$ cat config.mk
export PLATFORM = sky130hd
export DESIGN_NAME = error_metrics_acc
export DESIGN_NICKNAME = d
export VERILOG_FILES = /design/src/rtl/error_metrics_pkg.sv /design/src/rtl/em_restoring_div.sv /design/src/rtl/error_metrics_acc.sv
export SDC_FILE = /design/constraint.sdc
export NUM_CORES = 1
export LEC_CHECK = 0
export ABC_CLOCK_PERIOD_IN_PS = 3850
export CAP_MARGIN = 0
export CORE_ASPECT_RATIO = 0.8
export CORE_MARGIN = 5
export CORE_UTILIZATION = 56
export CTS_CLUSTER_DIAMETER = 100
export DETAILED_ROUTE_END_ITERATION = 7
export PLACE_DENSITY = 0.94
export SLEW_MARGIN = 20
export SYNTH_ARGS = -nofsm -noshare
export SYNTH_HDL_FRONTEND = slang
export SYNTH_SLANG_ARGS = --single-unit
export TNS_END_PERCENT = 5
$ cat constraint.sdc
create_clock -name clk -period 3.85 [get_ports clk]
set_clock_uncertainty 0.2 [all_clocks]
set_input_delay 0.77 -clock clk [delete_from_list [all_inputs] [get_ports clk]]
set_output_delay 0.77 -clock clk [all_outputs]
set_load 0.01 [all_outputs]
$ cat src/rtl/error_metrics_pkg.sv
// error_metrics_pkg: FSM state encoding and default sizing constants shared by
// the error-metrics accumulator and its divider.
package error_metrics_pkg;

  localparam int EM_W_DEFAULT      = 8;
  localparam int EM_LOG2_N_DEFAULT = 16;
  localparam int EM_FRAC_DEFAULT   = 16;

  typedef enum logic [1:0] {
    ST_IDLE = 2'd0,
    ST_RUN  = 2'd1,
    ST_DIV  = 2'd2,
    ST_DONE = 2'd3
  } em_state_e;

endpackage

$ cat src/rtl/em_restoring_div.sv
// em_restoring_div: multi-cycle unsigned restoring divider computing
// (i_dividend << FRAC) / i_divisor, one quotient bit per cycle.
// The first bit is produced on the i_start edge itself, so the quotient is
// complete W+FRAC edges after start and o_busy is high for W+FRAC-1 cycles.
// The divisor must be non-zero.
module em_restoring_div #(
  parameter int W    = 8,
  parameter int FRAC = 16
) (
  input  logic              clk,
  input  logic              rst_n,
  input  logic              i_start,
  input  logic [W-1:0]      i_dividend,
  input  logic [W-1:0]      i_divisor,
  output logic              o_busy,
  output logic [W+FRAC-1:0] o_quot
);

  localparam int QW   = W + FRAC;
  localparam int CNTW = $clog2(QW);
  localparam logic [CNTW-1:0] CNT_LOAD = CNTW'(QW - 1);
  localparam logic [CNTW-1:0] CNT_ONE  = CNTW'(1);

  logic [QW-1:0]   r_q;
  logic [W-1:0]    r_rem;
  logic [W-1:0]    r_div;
  logic [CNTW-1:0] r_cnt;
  logic            r_busy;

  logic [QW-1:0]   w_q_src;
  logic [W-1:0]    w_rem_src;
  logic [W-1:0]    w_div_src;
  logic [W:0]      w_rem_sh;
  logic            w_ge;
  logic [W-1:0]    w_rem_sub;
  logic [W-1:0]    w_rem_nxt;
  logic [QW-1:0]   w_q_nxt;

  // Operand source: fresh operands on start, running state otherwise.
  always_comb begin
    w_q_src   = r_q;
    w_rem_src = r_rem;
    w_div_src = r_div;
    if (i_start) begin
      w_q_src   = {i_dividend, {FRAC{1'b0}}};
      w_rem_src = {W{1'b0}};
      w_div_src = i_divisor;
    end else begin
      w_q_src   = r_q;
      w_rem_src = r_rem;
      w_div_src = r_div;
    end
  end

  // One restoring step: shift in the next dividend bit, subtract if it fits.
  // The remainder stays below the divisor, so W bits hold it after the step.
  assign w_rem_sh  = {w_rem_src, w_q_src[QW-1]};
  assign w_ge      = (w_rem_sh >= {1'b0, w_div_src});
  assign w_rem_sub = w_rem_sh[W-1:0] - w_div_src;
  assign w_rem_nxt = w_ge ? w_rem_sub : w_rem_sh[W-1:0];
  assign w_q_nxt   = {w_q_src[QW-2:0], w_ge};

  // Divider state: load and first step on start, then one step per busy cycle.
  always_ff @(posedge clk or negedge rst_n) begin
    if (!rst_n) begin
      r_q    <= {QW{1'b0}};
      r_rem  <= {W{1'b0}};
      r_div  <= {W{1'b0}};
      r_cnt  <= {CNTW{1'b0}};
      r_busy <= 1'b0;
    end else if (i_start) begin
      r_q    <= w_q_nxt;
      r_rem  <= w_rem_nxt;
      r_div  <= i_divisor;
      r_cnt  <= CNT_LOAD;
      r_busy <= 1'b1;
    end else if (r_busy) begin
      r_q    <= w_q_nxt;
      r_rem  <= w_rem_nxt;
      r_cnt  <= r_cnt - CNT_ONE;
      r_busy <= (r_cnt != CNT_ONE);
    end else begin
      r_busy <= 1'b0;
    end
  end

  assign o_busy = r_busy;
  assign o_quot = r_q;

endmodule

$ cat src/rtl/error_metrics_acc.sv
// error_metrics_acc: accumulates error statistics between exact and
// approximate results over a run of N = 2**LOG2_N samples.
// Optional feature macro: ERROR_METRICS_RED_EN adds the relative-error
// divider, the DIV state and red_sum accumulation; without it red_sum is 0.
module error_metrics_acc
  import error_metrics_pkg::*;
#(
  parameter int W      = EM_W_DEFAULT,
  parameter int LOG2_N = EM_LOG2_N_DEFAULT,
  parameter int FRAC   = EM_FRAC_DEFAULT
) (
  input  logic                     clk,
  input  logic                     rst_n,
  input  logic                     start,
  input  logic                     in_valid,
  output logic                     in_ready,
  input  logic [W-1:0]             ref_val,
  input  logic [W-1:0]             apx_val,
  output logic [LOG2_N:0]          err_count,
  output logic [W+LOG2_N:0]        ed_sum,
  output logic [W-1:0]             ed_max,
  output logic [W+FRAC+LOG2_N-1:0] red_sum,
  output logic                     done
);

  localparam int CW = LOG2_N + 1;
  localparam int SW = W + LOG2_N + 1;
  localparam int RW = W + FRAC + LOG2_N;
  localparam logic [CW-1:0] N_L = {1'b1, {LOG2_N{1'b0}}};

  em_state_e     r_state;
  em_state_e     w_state_nxt;
  logic          r_in_ready;
  logic          r_done;
  logic          w_in_ready_nxt;
  logic          w_done_nxt;
  logic [CW-1:0] r_cnt;
  logic [CW-1:0] r_err;
  logic [SW-1:0] r_ed_sum;
  logic [W-1:0]  r_ed_max;

  logic          w_xfer;
  logic          w_clear;
  logic [W-1:0]  w_ed;
  logic          w_err;
  logic [CW-1:0] w_cnt_inc;
  logic          w_last;
  logic          w_need_div;
  logic          w_div_done;

  assign w_xfer    = in_valid & r_in_ready;
  assign w_clear   = start & ((r_state == ST_IDLE) | (r_state == ST_DONE));
  assign w_ed      = (ref_val >= apx_val) ? (ref_val - apx_val) : (apx_val - ref_val);
  assign w_err     = |w_ed;
  assign w_cnt_inc = r_cnt + {{LOG2_N{1'b0}}, 1'b1};
  assign w_last    = (w_cnt_inc == N_L);

`ifdef ERROR_METRICS_RED_EN
  localparam int QW = W + FRAC;

  logic          w_div_start;
  logic          w_div_busy;
  logic [QW-1:0] w_div_quot;
  logic [RW-1:0] r_red_sum;

  // Division is only worth doing when there is an error and a usable divisor.
  assign w_need_div  = w_err & (|ref_val);
  assign w_div_start = w_xfer & w_need_div;
  assign w_div_done  = (r_state == ST_DIV) & ~w_div_busy;

  em_restoring_div #(
    .W    (W),
    .FRAC (FRAC)
  ) u_div (
    .clk        (clk),
    .rst_n      (rst_n),
    .i_start    (w_div_start),
    .i_dividend (w_ed),
    .i_divisor  (ref_val),
    .o_busy     (w_div_busy),
    .o_quot     (w_div_quot)
  );

  // Relative-error sum: cleared on start, quotient added as DIV exits.
  always_ff @(posedge clk or negedge rst_n) begin
    if (!rst_n) begin
      r_red_sum <= {RW{1'b0}};
    end else if (w_clear) begin
      r_red_sum <= {RW{1'b0}};
    end else if (w_div_done) begin
      r_red_sum <= r_red_sum + {{LOG2_N{1'b0}}, w_div_quot};
    end else begin
      r_red_sum <= r_red_sum;
    end
  end

  assign red_sum = r_red_sum;
`else
  assign w_need_div = 1'b0;
  assign w_div_done = 1'b1;
  assign red_sum    = {RW{1'b0}};
`endif

  // State register.
  always_ff @(posedge clk or negedge rst_n) begin
    if (!rst_n) begin
      r_state <= ST_IDLE;
    end else begin
      r_state <= w_state_nxt;
    end
  end

  // Next-state logic: start only honoured in IDLE/DONE, DIV after a divisible error.
  always_comb begin
    w_state_nxt = r_state;
    case (r_state)
      ST_IDLE, ST_DONE: begin
        if (start) begin
          w_state_nxt = ST_RUN;
        end else begin
          w_state_nxt = r_state;
        end
      end
      ST_RUN: begin
        if (w_xfer && w_need_div) begin
          w_state_nxt = ST_DIV;
        end else if (w_xfer && w_last) begin
          w_state_nxt = ST_DONE;
        end else begin
          w_state_nxt = ST_RUN;
        end
      end
      ST_DIV: begin
        if (w_div_done) begin
          w_state_nxt = (r_cnt == N_L) ? ST_DONE : ST_RUN;
        end else begin
          w_state_nxt = ST_DIV;
        end
      end
      default: begin
        w_state_nxt = ST_IDLE;
      end
    endcase
  end

  // Output decode from the upcoming state so in_ready/done come from flops.
  always_comb begin
    w_in_ready_nxt = 1'b0;
    w_done_nxt     = 1'b0;
    if (w_state_nxt == ST_RUN) begin
      w_in_ready_nxt = 1'b1;
    end else if (w_state_nxt == ST_DONE) begin
      w_done_nxt = 1'b1;
    end else begin
      w_in_ready_nxt = 1'b0;
      w_done_nxt     = 1'b0;
    end
  end

  // Registered handshake and completion flags.
  always_ff @(posedge clk or negedge rst_n) begin
    if (!rst_n) begin
      r_in_ready <= 1'b0;
      r_done     <= 1'b0;
    end else begin
      r_in_ready <= w_in_ready_nxt;
      r_done     <= w_done_nxt;
    end
  end

  // Sample counter and error accumulators: cleared on start, updated per transfer.
  always_ff @(posedge clk or negedge rst_n) begin
    if (!rst_n) begin
      r_cnt    <= {CW{1'b0}};
      r_err    <= {CW{1'b0}};
      r_ed_sum <= {SW{1'b0}};
      r_ed_max <= {W{1'b0}};
    end else if (w_clear) begin
      r_cnt    <= {CW{1'b0}};
      r_err    <= {CW{1'b0}};
      r_ed_sum <= {SW{1'b0}};
      r_ed_max <= {W{1'b0}};
    end else if (w_xfer) begin
      r_cnt    <= w_cnt_inc;
      r_err    <= r_err + {{LOG2_N{1'b0}}, w_err};
      r_ed_sum <= r_ed_sum + {{(SW-W){1'b0}}, w_ed};
      r_ed_max <= (w_ed > r_ed_max) ? w_ed : r_ed_max;
    end else begin
      r_cnt    <= r_cnt;
      r_err    <= r_err;
      r_ed_sum <= r_ed_sum;
      r_ed_max <= r_ed_max;
    end
  end

  assign in_ready  = r_in_ready;
  assign done      = r_done;
  assign err_count = r_err;
  assign ed_sum    = r_ed_sum;
  assign ed_max    = r_ed_max;

endmodule
==> run_results.csv <==
group,metric,value,unit
outcome,status,"finished, violations left",
outcome,violations,"DRC, setup timing",
clocking,cts-root-buf,"clkbuf_16",
final_layout,areaGrowthSynthToFinish,42.27,%
route,post_drt_wl_per_cell,26.11,µm
sta,setup_tns,-13.12,ns
die,fp.dieH,96.49,µm
final_layout,regArea,1777,µm²
global_route,first_global_vias,5582,
final_layout,multi_input_area,3714,µm²
synthesis,synth_top_area_cell,"dfrtp_1",
place,portBuffers,71,
synthesis,synth-seq-cells,71,
pwr,p_leak,0.003347,µW
route,firstDrtPassIters,8,
clocking,clk_pin_slew_worst_paths,0.06,ns
pwr,peakVddDrop,440.2,µV
setup_path,crit_type,"in -> reg",
clocking,clk_latency,0.34,ns
run,drv_cap,0,
pwr,swShare,0.4407,
synthesis,postSynthAreaPerCell,8.598,µm²
die,ios,112,
sta,setup_violations,43,
synthesis,ys_seq_area_frac,0.3393,
pwr,p_total,4821,µW
sta,worst_slack,-0.5848,ns
place,dpl.hpwl,10.28,mm
final_layout,diodes,0,
pwr,p_int,2696,µW
global_route,grt_max_degree,68,
route,drcViolationCount,11,
die,coreArea,9076,µm²
synthesis,synth_top_area_frac,0.3393,
final_layout,nets,811,
die,initial_core_util,0.5769,
synthesis,netlist_instances,609,
setup_path,critPathArrivalTime,4.41,ns
final_layout,design_area,7450,µm²
die,fp.dieArea,11400,µm²
sta,final_max_slew_viol_count,0,
pwr,p_comb_frac,0.558,
route,via_per_inst,6.813,
global_route,track_usage,0.3248,
setup_path,startpoint_type,"input port",
synthesis,ys_types,60,
sta,period_minus_slack,4.435,ns
pwr,powerDensity,647.2,nW/µm²
route,wl,22.66,mm
sta,rsz0062_at_grt,"true",
final_layout,drive_gt1_frac,0.2922,
place,dp_slack,-0.9165,ns
sta,tightest_slew,0.8806,ns
clocking,cts_buffer_depth,2,
setup_path,setup.worst_path.end_class,"flop",
setup_path,path_max_fanout,5,
route,drtAntennaViolNets,0,
global_route,busiest_layer,"met2",
sta,fin_crit_sh,1.152,
place,place_area,6264,µm²
global_route,met1_usage,0.3931,
synthesis,ys.flop_type,"dfrtp_1",
clocking,cts.sinks,71,
sta,hold_viol,0,
clocking,cts_buffers,9,
global_route,grt_util_met2,0.5473,
place,dp.cells,823,
die,die_width,118.1,µm
sta,slew_headroom,0.4129,
final_layout,final_cells,868,
pwr,seq_power_share,0.258,
route,drt_iter0_markers,891,
global_route,use_met3,0.06461,
pwr,p_sw,2125,µW
synthesis,synth.cell_area,5236,µm²
die,rows,31,
global_route,overflow,0,
pwr,power.share.clock,0.184,
place,gp_congestion,0.9367,
worst_hold_path,hold_class,"in -> async",
sta,clock.fmax,225.5,MHz
synthesis,synth_edf_count,0,
global_route,antenna_found_initial,0,
synthesis,synthArstFlopShare,1.000,
synthesis,yosys_warnings,0,
setup_path,required,3.82,ns
synthesis,synth.area.top_cells,"dfrtp_1, ha_1, xor2_1",
global_route,grt_pass1_wl,29.69,mm
clocking,cts_tree,"built",
final_layout,fill_cells,423,
clocking,htree_num_levels,3,
route,via_count,5914,
synthesis,netlist_top_cells_count,"dfrtp_1, nor2_1, nand2_1",
## layer usage
| layer | vias up | part of all wire |
|---|---|---|
| met5 | - | 0 |
| met4 | 0 | 0.085 |
| met3 | 225 | 0.12 |
| met2 | 636 | 0.44 |
| met1 | 2772 | 0.35 |
| li1 | 2281 | - |
## metrics by stage
stage          hold WS [ns]    util
6_report             0.3507  0.8208
5_1_grt              0.3952  0.8208
4_1_cts              0.3589  0.7858
3_5_place_dp         0.3136  0.6901
3_3_place_gp         0.3042  0.6901
2_1_floorplan        0.2744       -
## critical path, cell delays in order
cell	delay (ns)
clkdlybuf4s15_2	0.23
inv_1	0.09
ha_4	0.20
a21oi_4	0.24
nand2_2	0.14
o21ai_4	0.27
nand2_4	0.13
buf_6	0.14
mux2i_1	0.17
xor2_1	0.27
inv_2	0.12
ha_4	0.31
o21a_1	0.16
o21ai_4	0.08
a21oi_1	0.32
a21bo_2	0.31
buf_4	0.14
o21ai_0	0.18
a21oi_1	0.12
## what timing repair did
item,in CTS,in global routing
cloned,1,0
setup endpoints to repair,45,44
hold buffers,0,0
resized for setup,127,52
pin swaps,50,39
setup buffers,19,9
## area by class of cell
type                    count  share of cell area
repair buffers            156              0.1817
clock inverters             7             0.01075
well taps                 115             0.01931
inverters                  41             0.02099
multi-input cells         469              0.4985
flip-flops and latches     71              0.2385
clock buffers               9             0.03023
## power by group through the flow
| stage | clock network, µW | logic, µW | registers (µW) |
|---|---|---|---|
| after floorplan | 0 | 1030 | 1150 |
| after global placement | 0 | 1640 | 1150 |
| after detailed placement | 0 | 1740 | 1170 |
| after CTS | 858 | 2120 | 1180 |
| after global routing | 905 | 2780 | 1250 |
| final | 885 | 2690 | 1240 |
## final timing paths
kind | endpoint | slack [ns] | startpoint | depth (start not counted)
max in group asynchronous | r_cnt[4] | 2.27 | rst_n | 2
worst max-delay path | ed_sum[10] | -0.58 | apx_val[2] | 19
worst min-delay path | r_cnt[13] | 0.35 | rst_n | 1
worst max register to register | done | 0.66 | r_cnt[0] | 7
min in group clk | ed_max[2] | 0.38 | ed_max[2] | 2
worst min register to register | ed_max[2] | 0.38 | ed_max[2] | 2
## layout by cell type (no fill, tap or decap), drive strengths merged, types with 3 or more instances in the layout
cell / synthesis / routed
buf: 52 / 94
o21ai: 20 / 20
nor2b: 3 / 3
nor4: 9 / 9
a21o: 10 / 10
nand2: 50 / 50
dlygate4sd2: 0 / 4
nor3: 9 / 9
inv: 41 / 44
o211ai: 5 / 5
nor2: 71 / 71
nand3: 23 / 23
o21a: 5 / 5
xor2: 36 / 36
a211oi: 11 / 11
nand4: 15 / 15
conb: 1 / 40
or3: 8 / 8
and3: 9 / 9
and2: 7 / 7
dfrtp: 71 / 71
xnor2: 19 / 19
clkdlybuf4s50: 0 / 54
a21oi: 34 / 34
fa: 3 / 3
ha: 40 / 40
clkbuf: 16 / 11
and4: 3 / 3
## sequential cells by signal, summed over array words and instances, names as in the netlist
name       flops
r_cnt         17
in_ready       1
err_count     17
r_state        2
ed_max         8
ed_sum        25
done           1
## logic make-up after synthesis
group | Yosys count | share of synthesized area
compound gates | 112 | 0.1458
xor+xnor | 55 | 0.09343
fa+ha+maj | 43 | 0.1070
buf+inv | 109 | 0.1121
flops | 71 | 0.3393
mux | 3 | 0.006690
other cells | 1 | 0.0007162
simple gates | 215 | 0.1950
Power figures use the tool's default switching activity.
